File: config.mk
export PLATFORM = sky130hd
export DESIGN_NAME = led_strip_expander
export DESIGN_NICKNAME = d
export VERILOG_FILES = /design/src/rtl/led_strip_expander.sv
export SDC_FILE = /design/constraint.sdc
export NUM_CORES = 1
export LEC_CHECK = 0
export ABC_AREA = 1
export CAP_MARGIN = 20
export CORE_MARGIN = 1.5
export CORE_UTILIZATION = 23
export DETAILED_ROUTE_END_ITERATION = 8
export SYNTH_ARGS = -nofsm -noshare
export SYNTH_HDL_FRONTEND = slang
export SYNTH_SLANG_ARGS = --single-unit
File: constraint.sdc
create_clock -name clk -period 2.7 [get_ports clk]
set_input_delay 0.54 -clock clk [delete_from_list [all_inputs] [get_ports clk]]
set_output_delay 0.54 -clock clk [all_outputs]
set_load 0.01 [all_outputs]
File: src/rtl/led_strip_expander.sv
// led_strip_expander: latches one frame of per-bin colours/counts and expands
// it into exactly LEDS pixels over a valid/ready stream.
// Optional build macro LED_STRIP_ROTATE_EN: rotates each frame's pattern by an
// offset that advances by one pixel per completed frame.
module led_strip_expander #(
  parameter int LEDS    = 50,
  parameter int BIN_QTY = 12,
  parameter int CW      = $clog2(LEDS),
  parameter int DROPW   = 8
) (
  input  logic                          clk,
  input  logic                          rst,
  input  logic [BIN_QTY-1:0][23:0]      rgb_i,
  input  logic [BIN_QTY-1:0][CW-1:0]    LEDCounts_i,
  input  logic                          data_v_i,
  output logic [23:0]                   pixel_o,
  output logic                          pixel_v,
  input  logic                          pixel_ready,
  output logic                          pixel_last,
  output logic                          busy,
  output logic [DROPW-1:0]              frame_drops
);
  localparam int BW = (BIN_QTY > 1) ? $clog2(BIN_QTY) : 1;

  typedef enum logic [1:0] {IDLE, SEEK, EMIT, PAD} state_t;

  state_t                     r_state, w_state_n;
  logic [BIN_QTY-1:0][23:0]   r_rgb;
  logic [BIN_QTY-1:0][CW-1:0] r_cnt;
  logic [BW-1:0]              r_b, w_b_n, w_b_inc;
  logic [CW-1:0]              r_rem, w_rem_n;
  logic [CW-1:0]              r_p, w_p_n;
  logic [CW-1:0]              w_cnt_inc;
  logic                       w_last_bin, w_silent, w_step, w_frame_end, w_pat_end;
  logic                       w_active;

`ifdef LED_STRIP_ROTATE_EN
  // r_q: pattern index, r_skip: silent pre-walk steps left, r_o: rotation offset
  logic [CW-1:0] r_q, w_q_n, r_skip, w_skip_n, r_o, w_o_n;
  assign w_silent  = (r_skip != '0);
  assign w_pat_end = w_step && (r_q == CW'(LEDS-1));
`else
  assign w_silent  = 1'b0;
  assign w_pat_end = 1'b0;
`endif

  assign w_active    = (r_state == EMIT) || (r_state == PAD);
  assign w_b_inc     = r_b + 1'b1;
  assign w_last_bin  = (r_b == BW'(BIN_QTY-1));
  assign w_cnt_inc   = w_last_bin ? '0 : r_cnt[w_b_inc];
  // Silent pre-walk steps advance without waiting for the consumer
  assign w_step      = w_active && (w_silent || pixel_ready);
  assign w_frame_end = w_step && !w_silent && (r_p == CW'(LEDS-1));

  assign pixel_v    = w_active && !w_silent;
  assign pixel_o    = (r_state == EMIT && !w_silent) ? r_rgb[r_b] : 24'h000000;
  assign pixel_last = pixel_v && (r_p == CW'(LEDS-1));
  assign busy       = (r_state != IDLE);

  // Next-state: frame start, zero-bin skipping, emission, padding, wrap
  always_comb begin
    w_state_n = r_state;
    w_b_n     = r_b;
    w_rem_n   = r_rem;
    w_p_n     = r_p;
`ifdef LED_STRIP_ROTATE_EN
    w_q_n     = r_q;
    w_skip_n  = r_skip;
    w_o_n     = r_o;
`endif
    case (r_state)
      IDLE: begin
        if (data_v_i) begin
          w_b_n     = '0;
          w_rem_n   = LEDCounts_i[0];
          w_p_n     = '0;
`ifdef LED_STRIP_ROTATE_EN
          w_q_n     = '0;
          w_skip_n  = r_o;
`endif
          w_state_n = (LEDCounts_i[0] == '0) ? SEEK : EMIT;
        end
      end
      SEEK: begin
        if (w_last_bin) begin
          w_state_n = PAD;
        end else begin
          w_b_n     = w_b_inc;
          w_rem_n   = w_cnt_inc;
          w_state_n = (w_cnt_inc == '0) ? SEEK : EMIT;
        end
      end
      default: begin
        if (w_step) begin
`ifdef LED_STRIP_ROTATE_EN
          w_q_n = r_q + 1'b1;
          if (w_silent) w_skip_n = r_skip - 1'b1;
          else          w_p_n    = r_p + 1'b1;
`else
          w_p_n = r_p + 1'b1;
`endif
          if (w_frame_end) begin
            w_state_n = IDLE;
`ifdef LED_STRIP_ROTATE_EN
            w_o_n = (r_o == CW'(LEDS-1)) ? '0 : r_o + 1'b1;
`endif
          end else if (w_pat_end) begin
            // Pattern exhausted before LEDS pixels: wrap to bin 0
            w_b_n     = '0;
            w_rem_n   = r_cnt[0];
`ifdef LED_STRIP_ROTATE_EN
            w_q_n     = '0;
`endif
            w_state_n = (r_cnt[0] == '0) ? SEEK : EMIT;
          end else if (r_state == EMIT) begin
            w_rem_n = r_rem - 1'b1;
            if (r_rem == CW'(1)) begin
              if (w_last_bin) begin
                w_state_n = PAD;
              end else begin
                w_b_n     = w_b_inc;
                w_rem_n   = w_cnt_inc;
                w_state_n = (w_cnt_inc == '0) ? SEEK : EMIT;
              end
            end
          end
        end
      end
    endcase
  end

  // State and walk registers
  always_ff @(posedge clk or negedge rst) begin
    if (!rst) begin
      r_state <= IDLE;
      r_b     <= '0;
      r_rem   <= '0;
      r_p     <= '0;
`ifdef LED_STRIP_ROTATE_EN
      r_q     <= '0;
      r_skip  <= '0;
      r_o     <= '0;
`endif
    end else begin
      r_state <= w_state_n;
      r_b     <= w_b_n;
      r_rem   <= w_rem_n;
      r_p     <= w_p_n;
`ifdef LED_STRIP_ROTATE_EN
      r_q     <= w_q_n;
      r_skip  <= w_skip_n;
      r_o     <= w_o_n;
`endif
    end
  end

  // Frame capture: only accepted while idle
  always_ff @(posedge clk or negedge rst) begin
    if (!rst) begin
      r_rgb <= '0;
      r_cnt <= '0;
    end else if (r_state == IDLE && data_v_i) begin
      r_rgb <= rgb_i;
      r_cnt <= LEDCounts_i;
    end
  end

  // Saturating count of frames offered while a frame is in flight
  always_ff @(posedge clk or negedge rst) begin
    if (!rst) begin
      frame_drops <= '0;
    end else if (data_v_i && r_state != IDLE && frame_drops != {DROPW{1'b1}}) begin
      frame_drops <= frame_drops + 1'b1;
    end
  end

endmodule

* Yosys cells after proc, flatten, opt, wreduce, memory -nomap -nowiden
Cells that the tools add are included. W data, S select, Z words.
Cells by class: reductions and logical operators 21, order comparisons 2, mux-type cells 33, bitwise gates (word level) 1, equal/unequal tests 10, add/subtract/negate cells 4
Operators with widths (number):
- $bmux W24 S4 | 1
- $mux W6 | 11
- $mux W24 | 2
- $bmux W6 S4 | 1
- $mux W4 | 6
- $pmux W6 S2 | 2
- $mux W2 | 8
- $logic_not A6 Y1 | 2
- $lt A4 B5 Y1 const B | 2
- $reduce_and A5 Y1 | 2
- $reduce_bool A3 Y1 | 3
- $add A8 B1 Y8 const B | 1
- $ne A8 B8 Y1 const B | 1
- $pmux W4 S2 | 1
- $reduce_bool A4 Y1 | 2
- $add A6 B1 Y6 const B | 1
- $eq A6 B1 Y1 const B | 1
- $eq A6 B6 Y1 const B | 1
- $logic_and A1 B1 Y1 | 6
- $sub A6 B1 Y6 const B | 1
- $add A4 B1 Y4 const B | 1
- $eq A2 B2 Y1 const B | 2
- $eq A4 B4 Y1 const B | 1
- $ne A2 B2 Y1 const B | 2
- 9 further kinds | 10
Word-level totals: logic and storage cells 100, register bits after elaboration 386, output and inout bits 35, input bits 364

* Depth between registers and ports, before layout
depth after elaboration 12, mapped depth 12, gate-level depth less buffers 10

* Worst setup path before layout
No wires, ideal clock.
kind reg-to-output, from reg r_b[0], to out pixel_o[12], path buffers 3, cell stages (with the launch flop) 9, required time 2.160 ns, arrival 1.544 ns, setup slack 0.616 ns, cells stage by stage dfrtp_1 -> buf_6 -> inv_2 -> buf_2 -> clkbuf_1 -> nor2_1 -> o221ai_1 -> nand3_1 -> a21oi_1
On the way: cells in the longest elaborated chain, start to end 3
RTL lines:
- start, declared | RTL line 30 | logic [BW-1:0] r_b, w_b_n, w_b_inc;
- start signal, assigned | RTL line 146 | r_b <= w_b_n;
- $bmux W24 S4 | RTL line 56 | assign pixel_o = (r_state == EMIT && !w_silent) ? r_rgb[r_b] : 24'h000000;
- $mux W24 (implied by the code) | RTL line 56
- $mux W24 | RTL line 56
- end, declared | RTL line 16 | output logic [23:0] pixel_o,
No other way between the ends. The select of a mux whose other input is x is not followed.

* Worst setup path in the final report
from reg r_b[0], to out pixel_o[3]
The elaborated chain is that of the path after synthesis.

==> flow_summary.ini <==
[place]
hpwl_um = 52780
gp_congestion = 0.8372
io_buffers = 398

[critical_path]
cp_max_fo = 12
required_ns = 2.16
cpMostUsedCell = clkbuf_16
max_stage_delay_ns = 0.52
rr_worst_depth = 15
worstSetupStartpoint = r_b[0]
end_kind = primary output
path_cells = buf_6 > clkbuf_16 > buf_4 > clkbuf_16 > o21ai_1 > o32ai_1 > o211ai_1 > a21oi_2 > buf_2
r2r-start = r_b[0]
crit_slowest_cell = dfrtp_4
worstReg2RegEnd = r_state[1]
critPathArrivalTime_ns = 2.59
cp-start-kind = flop
rrSetupSlack_ns = 0.23
worstSetupPathType = flop to primary output

[sta]
max_freq_mhz = 319.1
whs_ns = 0.4630
timing.final.ws_setup_ns = -0.4335
skew_ns = 0.05093
tightestPinTransition_ns = 0.6726
fin_crit_sh_pct = 116.1
finalSetupViolations = 24
relSlewSlack_pct = 55.16
hold_violations = 0
rsz0062_at_grt = true
slew_violations = 0
fin_crit_ns = 3.134

[clock_tree]
cts_tree = yes
clk_latency_ns = 0.61
cts-root-buf = clkbuf_16
cts.sinks = 386
clk_pin_slew_ns = 0.06
clockBufferDepth = 3
numCtsBuffers = 48
h-tree-depth = 2

[global_route]
grt_max_degree = 134
grt_pass1_vias = 17340
antenna_found_initial = 28
grtUsageTotal_pct = 17.53
grt-ovfl-total = 0
grt_pass1_wl_um = 107300

[power]
internal-power_mw = 15.37
total_power_mw = 24.09
p_per_area_nw_per_um2 = 897.4
comb_power_share_pct = 39.0
seqPwrFrac_pct = 32.2
clkPwrFrac_pct = 28.9
switching_share_pct = 36.19
p_leak_nw = 12.57
p_switching_mw = 8.719
ir_drop_mv = 0.5016

[die]
core-area_um2 = 78870
die_area_um2 = 81170
die_w_um = 284.9
start_util_pct = 23.17
dieHeight_um = 284.9
top_level_ports = 399
rows = 103

[route]
drtIter0Drc = 1231
route.vias.total = 17338
drc_errors = 0
drtPass1Iterations = 5
ant_nets = 0
via_per_inst = 4.502
wl_per_cell_um = 19.01
drt-total-wl_um = 73200

[yosys]
synth-compound-area-share_pct = 10.34
synth_top_family_by_area = simple AND/OR/NAND/NOR gates
syn_area_per_cell_um2 = 7.923
synth_cell_types = 42
synth_nets = 2677
ys_seq_area_share_pct = 52.85
synthAdderAreaFrac_pct = 0.4107
ys_ff_latch = 386
synthMuxAreaShare_pct = 1.924
yosys_warnings = 0
synth-simple-area-share_pct = 28.27
synth_xor_area_share_pct = 0.7462
syn_inst = 2307
syn_area_um2 = 18280

[flow_run]
max_cap_violations = 0

[layout]
fill_cells = 8232
fin_nets = 3122
area_delta_synth_final_pct = 46.90
drive_gt1_share_pct = 13.04

[worst_hold_path]
min_to = r_rgb[211]
whs_path_depth = 3
hp-class = input pin to flop
hp-start = rgb_i[211]

[outcome]
failed_checks = setup timing
outcome = finished, violations left
-- what timing repair did --
| action | CTS | global route |
|---|---|---|
| hold endpoints to repair | 61 | 0 |
| hold buffers | 1 | 0 |
| gates cloned | 5 | 5 |
| buffers inserted | 14 | 11 |
| gates resized for setup | 153 | 97 |
| setup endpoints to repair | 25 | 27 |
| pin swaps | 38 | 42 |
-- sequential cells by signal (all words and copies together), names as in the netlist --
signal / flops
r_rem: 6
r_cnt: 72
r_rgb: 288
frame_drops: 8
r_state: 2
r_b: 4
r_p: 6
-- Yosys cell counts (all sizes together) --
cell    count  area [µm²]
mux2i      34       340.3
or2         2       15.02
o32ai      38       332.8
ha          6       75.07
nand3      57       295.3
and3        1       6.260
a22oi       3       22.52
nor4        2       12.51
a21oi      47       246.5
xor2        6       67.56
a32oi       1       8.760
nor2      177       671.9
dfrtp     386        9659
mux2        1       11.26
buf        82       456.7
o21ai     150       750.7
o22ai       4       25.02
o221ai     34       297.8
clkbuf     68       255.2
o211ai     22       165.2
a31oi       4       40.04
nor3        6       45.04
xnor2       7       68.82
nand2    1090        4101
inv        76       287.8
nand4       3       18.77
-- power groups by stage --
stage	clock [mW]	combinational (mW)	sequential, mW
floorplan	0	4.17	7.55
CTS	7.09	8.63	7.74
detailed placement	0	7.96	7.80
global placement	0	7.88	7.80
finish	6.95	9.40	7.75
global route	7.34	10.2	7.88
-- logic make-up (layout without fill, tap and decap cells) --
kind of cell | Yosys count | in the layout
DFF | 386 | 386
buffers and inverters | 226 | 710
other | 0 | 10
muxes | 35 | 35
adders and majority gates | 6 | 6
and+or+nand+nor | 1338 | 1338
xor gates and xnor gates | 13 | 13
AOI/OAI and AO/OA | 303 | 303
-- cells in the final DEF (no fill, tap or decap), types with 7 or more instances in the layout --
master              n
clkbuf_1            8
o221ai_2           23
o32ai_1            22
o32ai_2            14
inv_1              68
o211ai_1           22
a21oi_1            27
nor2_2              7
o221ai_1           10
clkdlybuf4s50_1   372
dfrtp_1           383
a21oi_2            16
nand3_1            46
buf_4              96
diode_2            10
nor2_1            168
nand2_1          1087
buf_2              15
clkinv_2            9
bufinv_16           7
mux2i_1            28
o21ai_0           134
o21ai_1            14
buf_6              14
buf_12             33
clkbuf_16          52
-- how the worst max path moves through the flow --
stage                              to  slack, ns
after floorplan           pixel_o[12]       0.62
after global placement    pixel_o[22]      -0.37
after detailed placement  pixel_o[23]      -0.40
after CTS                  pixel_o[3]      -0.52
after global routing      pixel_o[12]      -0.49
final                      pixel_o[3]      -0.43
-- critical path: cells and delay by family, from the launching register on --
family          cells  cell delay, ns
buf+inv             5            0.83
flops               1            0.52
compound gates      4            0.64
-- layer usage --
metal | GRT usage, % | share of wire, %
met5 | 0 | 0.23
met4 | 5.661 | 2.8
met3 | 4.440 | 7.2
met2 | 27.92 | 46
met1 | 23.21 | 43
-- final cells by class --
class | count | area, µm² | area share [%]
repair buffers | 544 | 5644 | 21.02
well taps | 1050 | 1314 | 4.893
multi-input cells | 1695 | 8180 | 30.47
repair inverters | 1 | 16.27 | 0.06058
flip-flops and latches | 386 | 9668 | 36.01
inverters | 76 | 307.8 | 1.146
clock inverters | 27 | 380.4 | 1.417
clock buffers | 62 | 1314 | 4.893
diodes | 10 | 25.02 | 0.09320
-- metrics by stage --
| step | worst slack [ns] | TNS (ns) | util (%) | cell area, µm² | cells |
|---|---|---|---|---|---|
| finish | -0.4335 | -8.620 | 34.04 | 26850 | 3851 |
| global placement | -0.3709 | -4.732 | 30.60 | 24130 | 3720 |
| global route | -0.4865 | -10.48 | 34.03 | 26840 | 3847 |
| detailed placement | -0.3962 | -4.569 | 30.60 | 24130 | 3720 |
| floorplan | 0.6158 | 0 | - | 18280 | 2307 |
| CTS | -0.5183 | -10.42 | 33.32 | 26280 | 3829 |
No activity file was read; power rests on OpenSTA's default activity.
